## src/rtl/dma_desc_scheduler.sv

```systemverilog
// Round-robin DMA descriptor scheduler: latches enabled non-empty slots on go,
// hands them one at a time to a streamer and records per-slot completion status.
module dma_desc_scheduler #(
  parameter int NUM_DESC = 2,
  parameter int ADDR_W   = 32,
  parameter int LEN_W    = 32,
  localparam int ID_W    = $clog2(NUM_DESC)
) (
  input  logic                       clk,
  input  logic                       rst,
  input  logic                       go_i,
  input  logic                       abort_i,
  input  logic [NUM_DESC-1:0]        desc_en_i,
  input  logic [NUM_DESC*ADDR_W-1:0] desc_src_i,
  input  logic [NUM_DESC*ADDR_W-1:0] desc_dst_i,
  input  logic [NUM_DESC*LEN_W-1:0]  desc_len_i,
  output logic                       str_valid_o,
  input  logic                       str_ready_i,
  output logic [ADDR_W-1:0]          str_src_o,
  output logic [ADDR_W-1:0]          str_dst_o,
  output logic [LEN_W-1:0]           str_len_o,
  output logic [ID_W-1:0]            str_id_o,
  input  logic                       str_done_i,
  input  logic                       str_err_i,
  output logic                       busy_o,
  output logic                       done_o,
  output logic                       err_o,
  output logic                       aborted_o,
  output logic [NUM_DESC-1:0]        desc_done_o,
  output logic [NUM_DESC-1:0]        desc_err_o
);

  typedef enum logic [2:0] {S_IDLE, S_ARB, S_ISSUE, S_WAIT, S_FIN} state_t;

  state_t              state_q;
  logic [ID_W-1:0]     rr_ptr_q;
  logic [NUM_DESC-1:0] pending_q;
  logic                abort_pend_q;
  logic                str_valid_q, busy_q, done_q, err_q, aborted_q;
  logic [ADDR_W-1:0]   str_src_q, str_dst_q;
  logic [LEN_W-1:0]    str_len_q;
  logic [ID_W-1:0]     str_id_q;
  logic [NUM_DESC-1:0] desc_done_q, desc_err_q;

  logic [NUM_DESC-1:0] go_pending_d, pending_clr_d;
  logic [ID_W-1:0]     sel_id_d, sel_hi_d, sel_lo_d, rr_next_d;
  logic                found_hi_d;

  always_comb begin
    go_pending_d = '0;
    for (int k = 0; k < NUM_DESC; k++)
      go_pending_d[k] = desc_en_i[k] && (desc_len_i[k*LEN_W +: LEN_W] != '0);
  end

  // Lowest pending slot at or above rr_ptr wins; otherwise wrap to the lowest pending slot.
  always_comb begin
    sel_hi_d   = '0;
    sel_lo_d   = '0;
    found_hi_d = 1'b0;
    for (int j = NUM_DESC - 1; j >= 0; j--) begin
      if (pending_q[j]) begin
        sel_lo_d = ID_W'(j);
        if (ID_W'(j) >= rr_ptr_q) begin
          sel_hi_d   = ID_W'(j);
          found_hi_d = 1'b1;
        end
      end
    end
    sel_id_d = found_hi_d ? sel_hi_d : sel_lo_d;
  end

  always_comb begin
    pending_clr_d           = pending_q;
    pending_clr_d[str_id_q] = 1'b0;
    rr_next_d = (str_id_q == ID_W'(NUM_DESC - 1)) ? '0 : str_id_q + 1'b1;
  end

  always_ff @(posedge clk) begin
    if (rst) begin
      state_q      <= S_IDLE;
      rr_ptr_q     <= '0;
      pending_q    <= '0;
      abort_pend_q <= 1'b0;
      str_valid_q  <= 1'b0;
      busy_q       <= 1'b0;
      done_q       <= 1'b0;
      err_q        <= 1'b0;
      aborted_q    <= 1'b0;
      str_src_q    <= '0;
      str_dst_q    <= '0;
      str_len_q    <= '0;
      str_id_q     <= '0;
      desc_done_q  <= '0;
      desc_err_q   <= '0;
    end else begin
      done_q <= 1'b0;
      case (state_q)
        S_IDLE: begin
          if (go_i) begin
            pending_q    <= go_pending_d;
            abort_pend_q <= 1'b0;
            err_q        <= 1'b0;
            aborted_q    <= 1'b0;
            desc_done_q  <= '0;
            desc_err_q   <= '0;
            busy_q       <= 1'b1;
            state_q      <= (go_pending_d != '0) ? S_ARB : S_FIN;
          end
        end
        S_ARB: begin
          if (abort_i) begin
            aborted_q <= 1'b1;
            state_q   <= S_FIN;
          end else begin
            str_src_q   <= desc_src_i[sel_id_d*ADDR_W +: ADDR_W];
            str_dst_q   <= desc_dst_i[sel_id_d*ADDR_W +: ADDR_W];
            str_len_q   <= desc_len_i[sel_id_d*LEN_W +: LEN_W];
            str_id_q    <= sel_id_d;
            str_valid_q <= 1'b1;
            state_q     <= S_ISSUE;
          end
        end
        S_ISSUE: begin
          if (abort_i) begin
            abort_pend_q <= 1'b1;
            aborted_q    <= 1'b1;
          end
          if (str_ready_i) begin
            str_valid_q <= 1'b0;
            state_q     <= S_WAIT;
          end
        end
        S_WAIT: begin
          if (abort_i) begin
            abort_pend_q <= 1'b1;
            aborted_q    <= 1'b1;
          end
          if (str_done_i) begin
            pending_q             <= pending_clr_d;
            desc_done_q[str_id_q] <= 1'b1;
            rr_ptr_q              <= rr_next_d;
            if (str_err_i) begin
              desc_err_q[str_id_q] <= 1'b1;
              err_q                <= 1'b1;
              state_q              <= S_FIN;
            end else if (abort_pend_q || abort_i || (pending_clr_d == '0)) begin
              state_q <= S_FIN;
            end else begin
              state_q <= S_ARB;
            end
          end
        end
        S_FIN: begin
          done_q  <= 1'b1;
          busy_q  <= 1'b0;
          state_q <= S_IDLE;
        end
        default: state_q <= S_IDLE;
      endcase
    end
  end

  assign str_valid_o = str_valid_q;
  assign str_src_o   = str_src_q;
  assign str_dst_o   = str_dst_q;
  assign str_len_o   = str_len_q;
  assign str_id_o    = str_id_q;
  assign busy_o      = busy_q;
  assign done_o      = done_q;
  assign err_o       = err_q;
  assign aborted_o   = aborted_q;
  assign desc_done_o = desc_done_q;
  assign desc_err_o  = desc_err_q;

endmodule

```

## config.mk

```make
export PLATFORM = sky130hd
export DESIGN_NAME = dma_desc_scheduler
export DESIGN_NICKNAME = d
export VERILOG_FILES = /design/src/rtl/dma_desc_scheduler.sv
export SDC_FILE = /design/constraint.sdc
export NUM_CORES = 1
export LEC_CHECK = 0
export ABC_AREA = 0
export CAP_MARGIN = 10
export CORE_ASPECT_RATIO = 1.25
export CORE_MARGIN = 5
export CORE_UTILIZATION = 35
export DETAILED_ROUTE_END_ITERATION = 8
export PLACE_DENSITY = 0.73
export REMOVE_ABC_BUFFERS = 1
export SYNTH_ARGS = -nofsm -noshare
export SYNTH_HDL_FRONTEND = slang
export SYNTH_SLANG_ARGS = --single-unit
```

## constraint.sdc

```tcl
create_clock -name clk -period 1.5 [get_ports clk]
set_input_delay 0.15 -clock clk [delete_from_list [all_inputs] [get_ports clk]]
set_output_delay 0.15 -clock clk [all_outputs]
set_load 0.005 [all_outputs]
```

; After elaboration in Yosys (flattened, before gate mapping)
; Cells that the tools add are included.
[word_totals]
register_bits = 113
input_bits = 201
out_inout_bits = 106
elab_cells = 107
[op_classes]
addsub = 1
n_lt_le_gt_ge = 4
eq_ne = 11
n_shift = 3
n_mux = 42
n_bitwise = 5
reduce_logical = 26
[op_table]
columns = operator, count
row1 = 64-bit by 7-bit indexed part select with 32-bit output, 3
row2 = 32-bit nonzero test, 2
row3 = 3-bit two-way mux, 7
row4 = 1-bit two-way mux, 19
row5 = 3-bit AND reduction, 5
row6 = 2-bit two-way mux, 6
row7 = 2-bit one-hot mux with 2 select lines, 3
row8 = 3-bit one-hot mux with 4 select lines, 1
row9 = 2-bit nonzero test, 6
row10 = "2-bit inequality test, second input constant", 5
row11 = 1-bit one-hot mux with 2 select lines, 5
row12 = "3-bit by 2-bit == test with 1-bit output, second input constant", 2
row13 = 2-bit AND reduction, 3
row14 = "2-bit by 1-bit inequality test with 1-bit output, second input constant", 2
row15 = 2-bit OR, 2
row16 = 4-bit AND reduction, 1
row17 = "3-bit by 1-bit == test with 1-bit output, second input constant", 1
row18 = "3-bit == test, second input constant", 1
row19 = 1-bit logical AND, 3
row20 = 3-bit zero test, 1
row21 = 3-bit OR reduction, 1
row22 = 2-bit bitwise AND, 1
row23 = "1-bit >= comparator, first input constant", 2
row24 = 2-bit zero test, 1
row25 = 8 further kinds, 9

; Depth between registers and ports, before layout
; Gate-level depths: netlist of run 1.
[logic_depth]
ltp_word = 12
depth_mapped = 8
ltp_nobuf = 5

; Worst setup path after synthesis of run 1
; Ideal clock, no wire load.
[synth_path]
kind = reg2reg
start = reg state_q[2]
end = reg str_dst_q[0] (netlist: str_dst_o[0])
setup_time_ps = 146
t_arrival_ps = 1216
required_time_ps = 1354
path_slack_ps = 138
path_stages_with_launch = 8
path_buffers = 4
period_less_slack_ps = 1362
path_cell_list = dfxtp_1 > buf_4 > nor2b_4 > and2_1 > buf_2 > buf_2 > buf_4 > a211oi_2
[synth_via]
elab_chain_len = 2
[synth_rtl]
columns = item, line_no
row1 = from (decl), 35  ; state_t state_q;
row2 = from (signal assigned), 107  ; state_q <= (go_pending_d != '0) ? S_ARB : S_FIN;
row3 = 3-bit by 1-bit == test with 1-bit output, 97  ; case (state_q)
row4 = 2-bit AND reduction (no source line), n/a
row5 = to (signal assigned), 116  ; str_dst_q <= desc_dst_i[sel_id_d*ADDR_W +: ADDR_W];
row6 = to (decl), 40  ; logic [ADDR_W-1:0] str_src_q, str_dst_q;
; No other way between the ends.
; A chain may end at the register's enable or synchronous reset.

; Worst setup path in the final report of run 1
[layout_path]
start = reg pending_q[0]
end = reg str_len_q[10] (netlist: str_len_o[10])
[layout_via]
elab_chain_len = 3
elab_cells_between_ends = 5
classes_between = shift (1) / mux (4)
[layout_rtl]
columns = item, line_no
row1 = from (decl), 37  ; logic [NUM_DESC-1:0] pending_q;
row2 = from (signal assigned), 100  ; pending_q <= go_pending_d;
row3 = from (signal assigned), 139  ; pending_q <= pending_clr_d;
row4 = 1-bit two-way mux, 61  ; if (pending_q[j]) begin
row5 = 1-bit two-way mux (*), 69  ; sel_id_d = found_hi_d ? sel_hi_d : sel_lo_d;
row6 = 64-bit by 7-bit indexed part select with 32-bit output (*), 117  ; str_len_q <= desc_len_i[sel_id_d*LEN_W +: LEN_W];
row7 = to (signal assigned), 117
row8 = to (decl), 41  ; logic [LEN_W-1:0] str_len_q;
; Mark *: on every way between the ends. The rest lies on a longest branch, timed or not.

==> metrics.txt, run 1 <==
starting density of the core=~36%; status=complete, but fails checks; First DRT Iteration DRCs=160; Sink Count=113; Final nets=1103; Max H-tree Level=4; CP endpoint kind=flop; CP Data Arrival Time=1.79 ns; CTS max path bufs=2; die height=between 150 and 200 um; kind of critical path=reg2reg; register bit total from synthesis=113; final-report setup violation count=2; hold depth=3; Tightest Pin Transition=0.413 ns; post-route ant nets=0; mapped cell area=approximately 5600 sq um; DIE WIDTH=around 120 um; Peak VDD IR=757 uV; CTS Buf Count=17; ys async rst share=0%; full die area=about 19000 sq um; crit path max fanout=9; core area=about 16000 sq um; fin. max-slew vios=0; root buf cell=clkbuf_16; post-layout util=approximately two thirds; synthesis-to-layout area growth=82.9%; EDFF count, synth=0; placed cells=1090; via/cell ratio=4.99; drt drc=0; Power per Cell Area=1020 nW/um^2; failing checks=negative setup slack; R2R setup slack=-0.004 ns; total grt overflow=0; LEAKAGE=4.04 nW; Hold Slack=0.235 ns; GP Congestion=0.821; Post-Synthesis Cells=549; GRT Util Overall=between 20 and 25%; Final period util=100%; Fillers=1277; cell depth of the worst flop-to-flop path=7; num ports=307; Clock Skew=0.00741 ns; FMAX=0.665 GHz; Routed wire per std cell=18.1 um; overall routed net length=20.4 mm; share of layout cells above drive strength 1=25.8%; Synth warnings=0; first-pass GRT wire length=30.0 mm; RSZ-0062 raised after global routing=true; vias in the first global route=5990; Hold Crit Class=in2reg; max_slew headroom=72.2%; Clock Latency Late Sink=0.41 ns; Port-buffer cells=306; endpoint of the worst hold path=str_id_o$_SDFFE_PP0P_; initial antenna violation count=0; largest net degree at the start of global routing=50; worst reg2reg startpoint=pending_q[0]$_SDFFE_PP0P_; CTS clk-pin slew, worst paths=0.05 ns; CP required=~1.8 ns; fin cells=1126; predominant post-synthesis flop cell=dfxtp_1; final hold violation count=0; diodes inserted=0; TritonCTS clock tree=done; CTS Hold Bufs=0; Avg Cell Area, Syn=10.2 sq um; reg-to-reg critical path endpoint=str_len_o[10]$_SDFFE_PP0P_; Max Cap Viol=0; Row Count=51; post-synthesis sequential area ratio=40.2%; dpl hpwl=16.0 mm; hold wc startpoint=rst; fin crit period=1.50 ns; post-synthesis cell type count=37; Worst Setup Start Kind=flop; vias=5624; min setup slack post-route=-0.00411 ns; DRT Pass-1 Iters=4
logic make-up (layout without fill, tap and decap cells):
family | count (synthesis) | after routing | synth area share (%)
flops | 113 | 113 | 40.2
simple gates | 162 | 162 | 12.8
buf+inv | 54 | 419 | 6.58
mux | 97 | 97 | 17.3
compound gates | 123 | 123 | 23.1
layer usage:
| metal | vias up | wire length [um] | global-route usage [%] |
|---|---|---|---|
| met5 | - | 0 | 0 |
| li1 | 2716 | - | - |
| met1 | 2646 | 7220 | 21.4 |
| met4 | 0 | 585 | 8.81 |
| met3 | 43 | 1550 | 5.72 |
| met2 | 219 | 11100 | 38.7 |
flip-flops by register name, summed over array words and instances, names as in the netlist:
register and flops:
str_id_o 1, rr_ptr_q 1, aborted_o 1, pending_q 2, err_o 1, str_len_o 32, str_src_o 32, busy_o 1
str_valid_o 1, done_o 1, state_q 3, str_dst_o 32, abort_pend_q 1, desc_err_o 2, desc_done_o 2
worst max-delay path by stage:
stage               slack [ns]                       from                    endpoint
global route             -0.06  pending_q[0]$_SDFFE_PP0P_   str_src_o[2]$_SDFFE_PP0P_
global placement         -0.56             desc_len_i[24]     state_q[0]$_SDFFE_PP0P_
finish                  -0.004  pending_q[0]$_SDFFE_PP0P_  str_len_o[10]$_SDFFE_PP0P_
detailed placement       -0.57             desc_len_i[24]     state_q[0]$_SDFFE_PP0P_
CTS                     -0.005  pending_q[0]$_SDFFE_PP0P_  str_len_o[11]$_SDFFE_PP0P_
floorplan                -5.93  pending_q[0]$_SDFFE_PP0P_   str_dst_o[0]$_SDFFE_PP0P_
power by group:
part | internal, mW | total [mW] | switching [mW]
combinational | 1.68 | 2.87 | 1.19
sequential | 3.27 | 3.41 | 0.140
clock | 2.85 | 4.21 | 1.36
worst max-delay path, cell delays in order, from the launching register on:
cell and delay, ns:
dfxtp_2 0.32, inv_1 0.06, o21ai_4 0.14, buf_12 0.14
buf_12 0.16, buf_6 0.19, mux2i_2 0.26, a211oi_2 0.10
cell type report:
class,count,area [sq um],share of cell area [%]
inverter,5,18.8,0.182
clock buffer,21,460,4.47
multi-input combinational,382,3210,31.2
clock inverter,10,159,1.54
tap,212,265,2.58
timing repair buffer,383,3910,37.9
sequential,113,2270,22.0
what timing repair did:
action / 4_1_cts / 5_1_grt
endpoints found under the setup margin: 15 / 68
endpoints found under the hold margin: 0 / 0
buffers inserted: 0 / 2
pin swaps: 0 / 1
resized for setup: 12 / 40
gates cloned: 0 / 3
synth_stat cells, drive strengths merged, types with 2 or more instances:
master	count	area [sq um]
a21oi	12	60.1
nor2	111	417
or2	2	12.5
nor4	17	106
clkbuf	10	37.5
a22oi	2	15.0
dfxtp	113	2260
nand2	9	33.8
nor2b	3	26.3
buf	39	314
nand4	5	31.3
nor3	2	10.0
and2	2	12.5
o21ai	7	35.0
a211oi	96	1140
nand2b	2	12.5
nand3	3	15.0
inv	5	18.8
nor3b	2	15.0
mux2i	97	971
stage by stage:
stage	cell area [sq um]	power [mW]	setup slack, ns	setup TNS [ns]
2_1_floorplan	5270	4.72	-5.93	-578.96
3_3_place_gp	9340	6.10	-0.557	-13.39
3_5_place_dp	9340	6.18	-0.566	-14.55
4_1_cts	10000	10.4	-0.00488	-0.00488
5_1_grt	10300	10.9	-0.0639	-1.37
6_report	10300	10.5	-0.00411	-0.00446
layout by cell type, fill, tap and decap left out, types with 2 or more instances in the layout:
cell type / n
nand3_1: 3
clkinvlp_4: 2
o21ai_0: 4
a22oi_1: 2
nand2_1: 9
a211oi_2: 88
o21ai_1: 2
or2_2: 2
a21oi_1: 12
nor2b_1: 2
dfxtp_1: 110
mux2i_2: 19
dfxtp_2: 2
inv_1: 5
bufinv_16: 4
buf_12: 16
buf_4: 55
mux2i_4: 3
clkinv_2: 3
buf_6: 4
mux2i_1: 75
clkdlybuf4s50_1: 304
nor4_1: 10
nor3b_1: 2
nor2_1: 110
a211oi_1: 8
nor4_4: 3
nand4_1: 5
clkbuf_1: 2
nand2b_1: 2
clkbuf_16: 20
clkbuf_8: 2
nor4_2: 4
(Power assumes the default switching activity.)
==> run 2, diff against run 1 <==
GPL_ROUTABILITY_DRIVEN = 0   (was default)
clock period = 1.9 ns   (was 1.5 ns; I/O delays follow)
==> run 2 against run 1 <==
Against the previous run:
- the run now ends clean
- first-iteration DRC count fell by 1.9%
- worst setup slack improved by 0.20 ns
- combinational power fell by 30%
==> metrics.txt, run 2 (synthesized netlist as in run 1, its figures left out) <==
FMAX=0.586 GHz; num ports=a little over 300; CP required=about 2.2 ns; fin. max-slew vios=0; final-report setup violation count=0; CTS Buf Count=17; die height=~150 um; root buf cell=clkbuf_16; share of layout cells above drive strength 1=18.4%; Row Count=51; total grt overflow=0; CTS max path bufs=2; CTS clk-pin slew, worst paths=0.05 ns; cell depth of the worst flop-to-flop path=6; final hold violation count=0; fin crit period=between 1.5 and 2 ns; max_slew headroom=62.9%; reg-to-reg critical path endpoint=str_len_o[5]$_SDFFE_PP0P_; via/cell ratio=4.95; post-route ant nets=0; CTS resizes=0; DRT Pass-1 Iters=4; cell area after layout=9720 sq um; status=finished clean; largest net degree at the start of global routing=60; Sw Ratio=24.6%; TritonCTS clock tree=done; Power per Cell Area=~850 nW/um^2; DIE WIDTH=about 120 um; Final period util=89.8%; synthesis-to-layout area growth=72.8%; internal power=6.24 mW; dpl hpwl=approximately 15 mm; diodes inserted=0; Psw=2.04 mW; Clock Skew=0.00779 ns; Comb pwr share=roughly 24%; Max H-tree Level=4; Hold Crit Class=in2reg; First DRT Iteration DRCs=157; Max Cap Viol=0; commonest non-fill, non-tap cell in the layout=clkdlybuf4s50_1; crit path to=str_len_o[5]$_SDFFE_PP0P_; core area=15700 sq um; CP endpoint kind=flop; R2R setup slack=0.19 ns; Clock Latency Late Sink=0.41 ns; drt drc=0; sequential power share=32.6%; overall power=8.28 mW; first-pass GRT wire length=28.8 mm; Worst Setup Start Kind=flop; vias=about 5400; Sink Count=approximately 110; CP Data Arrival Time=2.01 ns; GRT Util Overall=19.8%; CTS Hold Bufs=0; Tightest Pin Transition=0.552 ns; Post-CTS Setup Inserts=0; commonest non-fill, non-tap cells in the layout=clkdlybuf4s50_1, dfxtp_1, nor2_1; initial antenna violation count=0; Final nets=1064; Worst Setup SP=state_q[1]$_SDFFE_PP0P_; full die area=18700 sq um; placed cell area=9050 sq um; kind of critical path=reg2reg; crit path max fanout=21; RSZ-0062 raised after global routing=false; Routed wire per std cell=17.6 um; worst reg2reg startpoint=state_q[1]$_SDFFE_PP0P_; LEAKAGE=3.91 nW; Peak VDD IR=591 uV; Clk pwr share=between 40 and 50%; overall routed net length=19.1 mm; vias in the first global route=between 5000 and 6000; Port-buffer cells=306; starting density of the core=35.8%
## run 2: metrics by stage
stage	setup TNS, ns	setup slack (ns)	utilization [%]	hold WS (ns)	std cells
after detailed placement	-0.336	-0.124	57.6	0.466	1056
after global routing	0	0.0720	61.9	0.274	1087
final	0	0.194	61.9	0.283	1087
after floorplan	-539.76	-5.53	-	0.255	500
after global placement	-0.118	-0.0532	57.6	0.451	1056
after CTS	0	0.172	61.9	0.258	1087
## run 2: layer usage
layer / wire (um) / track usage [%] / vias to the layer above
met5: 0 / 0 / -
li1: - / - / 2632
met1: 7040 / 20.4 / 2516
met3: 1350 / 5.64 / 31
met2: 10400 / 37.4 / 207
met4: 370 / 7.42 / 0
## run 2: area by class of cell
cell class	count	area (sq um)
flip-flops and latches	113	2260
repair buffers	344	3500
inverters	5	18.8
clock inverters	9	176
well taps	212	265
fillers	1324	5980
clock buffers	22	494
multi-input cells	382	3010
## run 2: worst min-delay path by stage
stage                                end  cells after the start          startpoint
6_report               done_o$_SDFF_PP0_                      3                 rst
4_1_cts          state_q[0]$_SDFFE_PP0P_                      4                 rst
3_5_place_dp          err_o$_SDFFE_PP0P_                      2  err_o$_SDFFE_PP0P_
3_3_place_gp          err_o$_SDFFE_PP0P_                      2  err_o$_SDFFE_PP0P_
5_1_grt          state_q[0]$_SDFFE_PP0P_                      4                 rst
2_1_floorplan  str_dst_o[0]$_SDFFE_PP0P_                      1                 rst
## run 2: power groups by stage
stage | Clock (mW) | Combinational (mW) | Sequential [mW]
2_1_floorplan | 0 | 0.971 | 2.76
3_3_place_gp | 0 | 1.98 | 2.73
3_5_place_dp | 0 | 2.03 | 2.74
4_1_cts | 3.64 | 2.04 | 2.70
5_1_grt | 3.76 | 2.17 | 2.72
6_report | 3.56 | 2.02 | 2.70
## run 2: critical path, stage by stage (launching register included)
cell	delay, ns
dfxtp_1	0.42
nor2_1	0.26
and2_4	0.23
buf_12	0.19
buf_12	0.16
nor2_1	0.06
a211oi_1	0.27
